File: config.mk
export PLATFORM = sky130hd
export DESIGN_NAME = calendar_ctrl
export DESIGN_NICKNAME = d
export VERILOG_FILES = /design/src/rtl/calendar_ctrl.sv
export SDC_FILE = /design/constraint.sdc
export NUM_CORES = 1
export LEC_CHECK = 0
export CAP_MARGIN = 20
export CELL_PAD_IN_SITES_DETAIL_PLACEMENT = 0
export CELL_PAD_IN_SITES_GLOBAL_PLACEMENT = 1
export CORE_MARGIN = 5
export CORE_UTILIZATION = 42
export DETAILED_ROUTE_END_ITERATION = 8
export PLACE_DENSITY = 0.93
export SLEW_MARGIN = 25
export SYNTH_ARGS = -nofsm -noshare
export SYNTH_HDL_FRONTEND = slang
export SYNTH_SLANG_ARGS = --single-unit
File: constraint.sdc
create_clock -name clk -period 10.2 [get_ports clk]
set_input_delay 1.53 -clock clk [delete_from_list [all_inputs] [get_ports clk]]
set_output_delay 1.53 -clock clk [all_outputs]
set_load 0.1 [all_outputs]
File: src/rtl/calendar_ctrl.sv
// ---------------------------------------------------------------------------
// calendar_ctrl
//   Calendar date controller. Holds the current day/month/year, advances it
//   by one day per accepted tick, validates loaded dates and computes the
//   day of year with a multi-cycle accumulator (one month length per cycle).
//   ready is high only while IDLE; load/tick are accepted only then.
//
//   Optional feature macro: SYMMETRY_CAL_EN
//     defined   : Gregorian + Symmetry calendars, mode selected by ld_mode.
//     undefined : Gregorian only; ld_mode ignored, cal_mode tied to 0.
//
// Ports
//   clk        in   clock
//   rst        in   synchronous, active-high reset
//   load       in   load request for ld_day/ld_month/ld_year/ld_mode
//   ld_day     in   [5:0]  day to load
//   ld_month   in   [3:0]  month to load
//   ld_year    in   [YEAR_W-1:0] year to load
//   ld_mode    in   0 = Gregorian, 1 = Symmetry
//   tick       in   advance the date by one day
//   ready      out  1 while IDLE
//   day/month/year out current date
//   cal_mode   out  latched calendar mode
//   leap       out  current year is leap in cal_mode
//   doy        out  [8:0] day of year
//   doy_valid  out  doy matches the current date
//   err        out  one-cycle pulse: load rejected
// ---------------------------------------------------------------------------
module calendar_ctrl #(
  parameter int unsigned YEAR_W      = 12,
  parameter int unsigned RESET_YEAR  = 2018,
  parameter int unsigned RESET_MONTH = 1,
  parameter int unsigned RESET_DAY   = 1
) (
  input  logic              clk,
  input  logic              rst,
  input  logic              load,
  input  logic [5:0]        ld_day,
  input  logic [3:0]        ld_month,
  input  logic [YEAR_W-1:0] ld_year,
  input  logic              ld_mode,
  input  logic              tick,
  output logic              ready,
  output logic [5:0]        day,
  output logic [3:0]        month,
  output logic [YEAR_W-1:0] year,
  output logic              cal_mode,
  output logic              leap,
  output logic [8:0]        doy,
  output logic              doy_valid,
  output logic              err
);

  typedef enum logic [1:0] {S_IDLE, S_START, S_CALC} state_t;

  state_t            state_q;
  logic [5:0]        day_q;
  logic [3:0]        month_q;
  logic [YEAR_W-1:0] year_q;
  logic [8:0]        acc_q;
  logic [3:0]        idx_q;
  logic [8:0]        doy_q;
  logic              doy_valid_q;
  logic              ready_q;
  logic              err_q;
  logic              cal_mode_q;

  // ---------------------------------------------------------------------
  // Calendar rules
  // ---------------------------------------------------------------------
  function automatic logic greg_leap(input logic [YEAR_W-1:0] y);
    logic [31:0] yv;
    yv = 32'(y);
    return ((yv % 32'd4) == 32'd0) &&
           (((yv % 32'd100) != 32'd0) || ((yv % 32'd400) == 32'd0));
  endfunction

  function automatic logic [5:0] greg_len(input logic [3:0] m, input logic lp);
    logic [5:0] len;
    case (m)
      4'd2:                       len = lp ? 6'd29 : 6'd28;
      4'd4, 4'd6, 4'd9, 4'd11:    len = 6'd30;
      default:                    len = 6'd31;
    endcase
    return len;
  endfunction

`ifdef SYMMETRY_CAL_EN
  function automatic logic sym_leap(input logic [YEAR_W-1:0] y);
    logic [31:0] yv;
    yv = 32'(y);
    return (((yv * 32'd52) + 32'd146) % 32'd293) < 32'd52;
  endfunction

  // 28/35/28 quarters; December stretches to 35 in a leap year.
  function automatic logic [5:0] sym_len(input logic [3:0] m, input logic lp);
    logic [5:0] len;
    case (m)
      4'd2, 4'd5, 4'd8, 4'd11: len = 6'd35;
      4'd12:                   len = lp ? 6'd35 : 6'd28;
      default:                 len = 6'd28;
    endcase
    return len;
  endfunction
`endif

  // ---------------------------------------------------------------------
  // Combinational helpers: current-year leap flag, month lengths for the
  // tick rollover, the accumulator index and the load validation.
  // ---------------------------------------------------------------------
  logic       leap_cur;
  logic [5:0] cur_len;
  logic [5:0] idx_len;
  logic       ld_leap;
  logic [5:0] ld_len;
  logic       ld_ok;
  logic       ld_mode_eff;

`ifdef SYMMETRY_CAL_EN
  assign ld_mode_eff = ld_mode;
  always_comb begin
    leap_cur = greg_leap(year_q);
    cur_len  = greg_len(month_q, leap_cur);
    idx_len  = greg_len(idx_q, leap_cur);
    if (cal_mode_q) begin
      leap_cur = sym_leap(year_q);
      cur_len  = sym_len(month_q, leap_cur);
      idx_len  = sym_len(idx_q, leap_cur);
    end
    ld_leap = greg_leap(ld_year);
    ld_len  = greg_len(ld_month, ld_leap);
    if (ld_mode_eff) begin
      ld_leap = sym_leap(ld_year);
      ld_len  = sym_len(ld_month, ld_leap);
    end
  end
`else
  // Symmetry loads are validated as Gregorian.
  logic unused_ld_mode;
  assign unused_ld_mode = ld_mode;
  assign ld_mode_eff    = 1'b0;
  always_comb begin
    leap_cur = greg_leap(year_q);
    cur_len  = greg_len(month_q, leap_cur);
    idx_len  = greg_len(idx_q, leap_cur);
    ld_leap  = greg_leap(ld_year);
    ld_len   = greg_len(ld_month, ld_leap);
  end
`endif

  assign ld_ok = (ld_month >= 4'd1) && (ld_month <= 4'd12) &&
                 (ld_day >= 6'd1) && (ld_day <= ld_len);

  // Next date for an accepted tick; year wraps naturally at 2**YEAR_W.
  logic [5:0]        day_d;
  logic [3:0]        month_d;
  logic [YEAR_W-1:0] year_d;

  always_comb begin
    day_d   = day_q + 6'd1;
    month_d = month_q;
    year_d  = year_q;
    if (day_q == cur_len) begin
      day_d = 6'd1;
      if (month_q == 4'd12) begin
        month_d = 4'd1;
        year_d  = year_q + YEAR_W'(1);
      end else begin
        month_d = month_q + 4'd1;
      end
    end
  end

  // ---------------------------------------------------------------------
  // Control FSM with registered outputs.
  // START exists so the accumulator seeds from the registered day after
  // the date has been updated by the accepting edge.
  // ---------------------------------------------------------------------
  always_ff @(posedge clk) begin
    if (rst) begin
      state_q     <= S_CALC;
      day_q       <= 6'(RESET_DAY);
      month_q     <= 4'(RESET_MONTH);
      year_q      <= YEAR_W'(RESET_YEAR);
      cal_mode_q  <= 1'b0;
      acc_q       <= 9'(RESET_DAY);
      idx_q       <= 4'd1;
      doy_q       <= 9'd0;
      doy_valid_q <= 1'b0;
      ready_q     <= 1'b0;
      err_q       <= 1'b0;
    end else begin
      err_q <= 1'b0;
      case (state_q)
        S_IDLE: begin
          if (load) begin
            if (ld_ok) begin
              day_q       <= ld_day;
              month_q     <= ld_month;
              year_q      <= ld_year;
              cal_mode_q  <= ld_mode_eff;
              state_q     <= S_START;
              ready_q     <= 1'b0;
              doy_valid_q <= 1'b0;
            end else begin
              err_q <= 1'b1;
            end
          end else if (tick) begin
            day_q       <= day_d;
            month_q     <= month_d;
            year_q      <= year_d;
            state_q     <= S_START;
            ready_q     <= 1'b0;
            doy_valid_q <= 1'b0;
          end
        end
        S_START: begin
          acc_q   <= {3'b000, day_q};
          idx_q   <= 4'd1;
          state_q <= S_CALC;
        end
        S_CALC: begin
          if (idx_q < month_q) begin
            acc_q <= acc_q + {3'b000, idx_len};
            idx_q <= idx_q + 4'd1;
          end else begin
            doy_q       <= acc_q;
            doy_valid_q <= 1'b1;
            ready_q     <= 1'b1;
            state_q     <= S_IDLE;
          end
        end
        default: state_q <= S_IDLE;
      endcase
    end
  end

  assign ready     = ready_q;
  assign day       = day_q;
  assign month     = month_q;
  assign year      = year_q;
  assign leap      = leap_cur;
  assign doy       = doy_q;
  assign doy_valid = doy_valid_q;
  assign err       = err_q;
`ifdef SYMMETRY_CAL_EN
  assign cal_mode  = cal_mode_q;
`else
  logic unused_cal_mode_q;
  assign unused_cal_mode_q = cal_mode_q;
  assign cal_mode  = 1'b0;
`endif

endmodule
# --- Yosys cells after proc, flatten, opt, wreduce, memory -nomap -nowiden ---
# Cells that the tools add are included.
word_totals:
  register_bits: 48
  in_bits: 27
  out_inout_bits: 36
  wordCells: 114
op_classes:
  add_sub_neg: 5
  div_mod_pow: 4
  magnitude_cmp: 5
  eq_ne: 24
  mux: 34
  bitwise_logic: 3
  n_reduce_logical: 30
ops:
  columns: ["operator", "n"]
  rows:
  - ["$logic_not A32 Y1", 4]
  - ["$mod A12 B7 Y32 const B", 2]
  - ["$mod A12 B9 Y32 const B", 2]
  - ["$reduce_bool A32 Y1", 2]
  - ["$mux W12", 5]
  - ["$eq A4 B4 Y1 const B", 7]
  - ["$eq A4 B3 Y1 const B", 6]
  - ["$mux W4", 6]
  - ["$mux W6", 4]
  - ["$pmux W9 S2", 1]
  - ["$add A12 B1 Y12 const B", 1]
  - ["$eq A4 B2 Y1 const B", 3]
  - ["$pmux W2 S2", 3]
  - ["$reduce_or A4 Y1", 3]
  - ["$reduce_bool A2 Y1", 5]
  - ["$add A9 B6 Y9", 1]
  - ["$mux W9", 1]
  - ["$add A4 B1 Y4 const B", 2]
  - ["$mux W2", 4]
  - ["$pmux W4 S2", 1]
  - ["$reduce_and A4 Y1", 2]
  - ["$mux W1", 7]
  - ["$add A6 B1 Y6 const B", 1]
  - ["$eq A6 B6 Y1", 1]
  - ["other kinds (20)", 31]

# --- Depth between registers and ports, before layout ---
logic_depth:
  word_depth: 11
  depth_mapped: 33

# --- Worst setup path after synthesis ---
# OpenSTA, ideal clock, no wires.
synth_timing:
  kind: "input port to flip-flop"
  from: "input ld_year[8]"
  to: "register month_q[1], in the netlist month[1]"
  setup_ns: 0.137
  arrival_time_ns: 8.110
  required_ns: 10.063
  slack_ns: 1.953
  stages: 33
  path_buffers: 2
  path_cell_list: "clkbuf_1 nor3_1 nor2b_1 ha_1 nand2b_1 o31ai_1 nand2_1 a31o_2 a22o_1 a21oi_1 o221ai_1 o211ai_1 nand2_1 a2111o_1 nand3_1 a21oi_1 maj3_1 xor2_1 mux2i_1 a21oi_1 ha_1 inv_1 a21oi_1 a211oi_1 nor4_1 mux2i_1 nor3_1 inv_1 nor3_1 o31ai_4 buf_6 a221oi_1 a311oi_2"
synth_between:
  elab_chain_cells: 10
synth_rtl:
  columns: ["item", "line", "rtl"]
  rows:
  - ["start: declaration", "40", "input logic [YEAR_W-1:0] ld_year,"]
  - ["$mod A12 B7 Y32 or $mod A12 B9 Y32 (tied branches)", "75", "(((yv % 32'd100) != 32'd0) || ((yv % 32'd400) == 32'd0));"]
  - ["$reduce_bool A32 Y1 or $logic_not A32 Y1 (tied branches)", "75", null]
  - ["$logic_or A1 B1 Y1 (*)", "75", null]
  - ["$logic_and A1 B1 Y1 (*)", "74", "return ((yv % 32'd4) == 32'd0) &&"]
  - ["$mux W1 (*)", "81", "4'd2: len = lp ? 6'd29 : 6'd28;"]
  - ["$pmux W2 S2 (*)", "80", "case (m)"]
  - ["$le A6 B6 Y1 (*)", "152", "(ld_day >= 6'd1) && (ld_day <= ld_len);"]
  - ["$logic_and A1 B1 Y1 (*)", "152", null]
  - ["$ne A2 B1 Y1 (no source line) (*)", null, null]
  - ["$reduce_and A4 Y1 (no source line) (*)", null, null]
  - ["end signal: assignment", "183", "month_q <= 4'(RESET_MONTH);"]
  - ["end signal: assignment", "199", "month_q <= ld_month;"]
  - ["end signal: assignment", "210", "month_q <= month_d;"]
  - ["end: declaration", "58", "logic [3:0] month_q;"]
# Every way passes the cells marked *; elsewhere a longest branch is shown, timed or not.
# A chain may end at the register's enable or synchronous reset.

# --- Worst setup path in the final report ---
layout_timing:
  from: "input ld_year[8]"
  to: "register year_q[9], in the netlist year[9]"
layout_between:
  elab_chain_cells: 10
layout_rtl:
  columns: ["item", "line", "rtl"]
  rows:
  - ["$mod A12 B7 Y32 or $mod A12 B9 Y32 (tied branches)", "75", null]
  - ["$reduce_bool A32 Y1 or $logic_not A32 Y1 (tied branches)", "75", null]
  - ["$logic_or A1 B1 Y1 (*)", "75", null]
  - ["$logic_and A1 B1 Y1 (*)", "74", null]
  - ["$mux W1 (*)", "81", null]
  - ["$pmux W2 S2 (*)", "80", null]
  - ["$le A6 B6 Y1 (*)", "152", null]
  - ["$logic_and A1 B1 Y1 (*)", "152", null]
  - ["$ne A2 B1 Y1 (no source line) (*)", null, null]
  - ["$reduce_and A5 Y1 (no source line) (*)", null, null]
  - ["end signal: assignment", "184", "year_q <= YEAR_W'(RESET_YEAR);"]
  - ["end signal: assignment", "200", "year_q <= ld_year;"]
  - ["end signal: assignment", "211", "year_q <= year_d;"]
  - ["end: declaration", "59", "logic [YEAR_W-1:0] year_q;"]
# Marked as above.

==> summary.txt <==
Status: completed
Commonest cells in the netlist: nor2_1 (75), nand2_1 (57), dfxtp_1 (48), o21ai_0 (40), inv_1 (36)
Mapped cell area: 0.00518 sq mm
Adder-cell share of the synthesized area: 0.0561
R2R cell count: 27
Post-synth EDFFs: 0
CTS Root Cell: clkbuf_16
Max VDD drop: 0.000199 V
Xor/xnor cell area share of the yosys netlist: 0.0288
Mux cell area share after synthesis: 0.0336
Row count: 40
Worst min-delay path category: flop to flop
# setup viols final: 0
Setup crit end kind: flop
Fin nets: 776
Synth Area in Compound Gates: 0.362
Final Cycle Share: 0.943
Netlist cell types: 98
RR Startpoint: year[8]$_SDFFE_PP1P_
Largest net degree at the start of global routing: 43
R2R Path End: acc_q[8]$_SDFFE_PP0P_
Clk_lat worst skew: 0.30 ns
Switch share: 0.509
Synth Area in Simple Gates: 0.265
R2r setup slk: 3.73 ns
Lkg Pwr: 2.13 nW
Chip Height: 121 um
Largest family of logic cells by synthesized area: compound AO/OA/AOI/OAI gates
HPWL Detailed: 10900 um
Tightest Pin Transition: 1.01 ns
Vias: 5507
Initial Util: 0.429
#FFs+latches synth: 48
Fin Clk Skew: 0.00887 ns
GRT overflow: 0
Max_slew headroom: 0.322
Hold Path Stages: 2
# IOs: 63
Setup CP Type: input pin to flop
Num CTS Buffers: 5
Hold path start: doy[6]$_SDFFE_PP0P_
Yosys warnings: 0
Minimum clock period after layout: 9.62 ns
Max Cap Viol: 0
Drt pass-1 iters: 5
Core area: 0.0121 sq mm
Psw: 0.000591 W
Post-route ant nets: 0
Wirelength, routed: 14700 um
DRC violations left: 0
Max incr delay on CP: 0.57 ns
Initial drt markers: 438
Syn nets: 746
Clock sinks: 48
Global Route Usage Sum: 0.196
WHS Endpoint: doy[6]$_SDFFE_PP0P_
Avg Inst Size Synth: 7.42 sq um
Fin area: 0.00597 sq mm
CP startpoint kind: input pin
Sequential area share after synthesis: 0.186
Area grow syn2layout: 15.2%
TritonCTS clock tree: built
Worst-path clk slew: 0.07 ns
Largest cells by area after synthesis: dfxtp_1 (19%), nor2_1 (5.4%), ha_1 (4.8%)
Vias in the first global route: 5055
Worst path slowest cell: clkdlybuf4s50_1
Antenna diodes: 0
Wirelength per Cell: 16.3 um
First-pass GRT wire length: 24600 um
Sequential power share: 0.222
RSZ-0062 raised after global routing: no
Count leader, synth: nor2_1
Post-synth top area share: 0.186
Worst hold slack: 0.502 ns
Die area: 0.0146 sq mm
Cell mode on critical path: a21oi_1
Total power: 0.00116 W
Cts hold-fix bufs: 0
Clock network power share: 0.149
Asr flop ratio synth: 0
Crit path arrival time: 9.80 ns
Clk buf depth: 2
Gpl congestion: 0.922
Port buffer count: 60
Fraction of layout cells with a size suffix above 1: 0.0809
Main synth FF type: dfxtp_1
Die extent in x: 121 um
Max Fclk: 0.104 GHz
Crit path max fanout: 11
Fin. Hold Viols: 0
Dpl cell area: 0.00581 sq mm
Initial antenna violation count: 0
Int Power: 0.000570 W
H-tree depth: 2
Max Transition Viols Final: 0
Synth Instances: 698
Synth area leader: dfxtp_1
Logic pwr share: 0.629
WP data required: 10.38 ns
Via/cell ratio: 6.14
Pwr dens: 195 mW/mm^2
Setup TNS: 0 ns
==> metal layers <==
layer | vias to the layer above | share of wire | track usage
met5 | - | 0 | 0
met2 | 199 | 0.47 | 0.330
met1 | 2617 | 0.46 | 0.267
met3 | 12 | 0.058 | 0.0308
met4 | 0 | 0.0089 | 0.0347
li1 | 2679 | - | -
==> cell families after synthesis <==
| logic type | count (synthesis) |
|---|---|
| xor gates and xnor gates | 17 |
| buffers and inverters | 80 |
| and+or+nand+nor | 272 |
| muxes | 17 |
| other | 1 |
| AOI/OAI and AO/OA | 240 |
| adders and majority gates | 23 |
| DFF | 48 |
==> cells in the final DEF (no fill, tap or decap), types with 12 or more instances in the layout <==
cell type / count
a211oi_1: 12
a21oi_1: 32
a31oi_1: 12
clkdlybuf4s50_1: 60
dfxtp_1: 48
ha_1: 20
inv_1: 36
mux2i_1: 16
nand2_1: 57
nand2b_1: 13
nand3_1: 30
nor2_1: 75
nor3_1: 23
o211ai_1: 12
o21ai_0: 40
o31ai_1: 13
==> power by group through the flow <==
stage               combinational [W]  sequential, W  clock [W]
finish                       0.000730       0.000258   0.000173
global route                 0.000797       0.000265   0.000186
CTS                          0.000726       0.000258   0.000176
detailed placement           0.000721       0.000261          0
global placement             0.000706       0.000260          0
floorplan                    0.000505       0.000342          0
==> sequential cells by signal, summed over array words and instances, names as in the netlist <==
name / cells
acc_q: 9
day: 6
doy: 9
err: 1
idx_q: 4
month: 4
ready: 1
state_q: 2
year: 12
==> what timing repair did <==
item                                    in CTS  in global routing
gates resized for setup                      0                  1
buffers inserted                             0                  0
endpoints found under the setup margin       0                  8
==> stage by stage <==
| step | setup WS (ns) | cells | util |
|---|---|---|---|
| 2_1_floorplan | 1.95 | 698 | - |
| 3_3_place_gp | 0.625 | 889 | 0.482 |
| 3_5_place_dp | 0.308 | 889 | 0.482 |
| 4_1_cts | 0.586 | 897 | 0.494 |
| 5_1_grt | 0.0105 | 897 | 0.495 |
| 6_report | 0.582 | 897 | 0.495 |
==> worst max-delay path by stage <==
| stage | start | end | slack [ns] | cells after the start |
|---|---|---|---|---|
| CTS | ld_year[8] | year[9]$_SDFFE_PP1P_ | 0.59 | 33 |
| global placement | ld_year[8] | year[9]$_SDFFE_PP1P_ | 0.63 | 33 |
| floorplan | ld_year[8] | month[1]$_SDFFE_PP0P_ | 1.95 | 33 |
| finish | ld_year[8] | year[9]$_SDFFE_PP1P_ | 0.58 | 33 |
| global route | ld_year[8] | year[9]$_SDFFE_PP1P_ | 0.01 | 33 |
| detailed placement | ld_year[8] | year[9]$_SDFFE_PP1P_ | 0.31 | 33 |
==> final cells by class <==
type | count | area (sq um)
repair buffers | 65 | 638
fillers | 1210 | 6100
flip-flops and latches | 48 | 961
inverters | 38 | 143
clock inverters | 3 | 22.5
clock buffers | 5 | 125
well taps | 168 | 210
multi-input cells | 570 | 3870
==> critical path: cells and delay by family <==
family | cells | cell delay, ns
XOR/XNOR | 1 | 0.20
AO/OA/AOI/OAI | 15 | 3.94
AND/OR/NAND/NOR | 8 | 2.10
adder cells (fa/ha/maj) | 3 | 0.83
multiplexers | 2 | 0.24
buffers and inverters | 4 | 0.95
(Power assumes the default switching activity.)
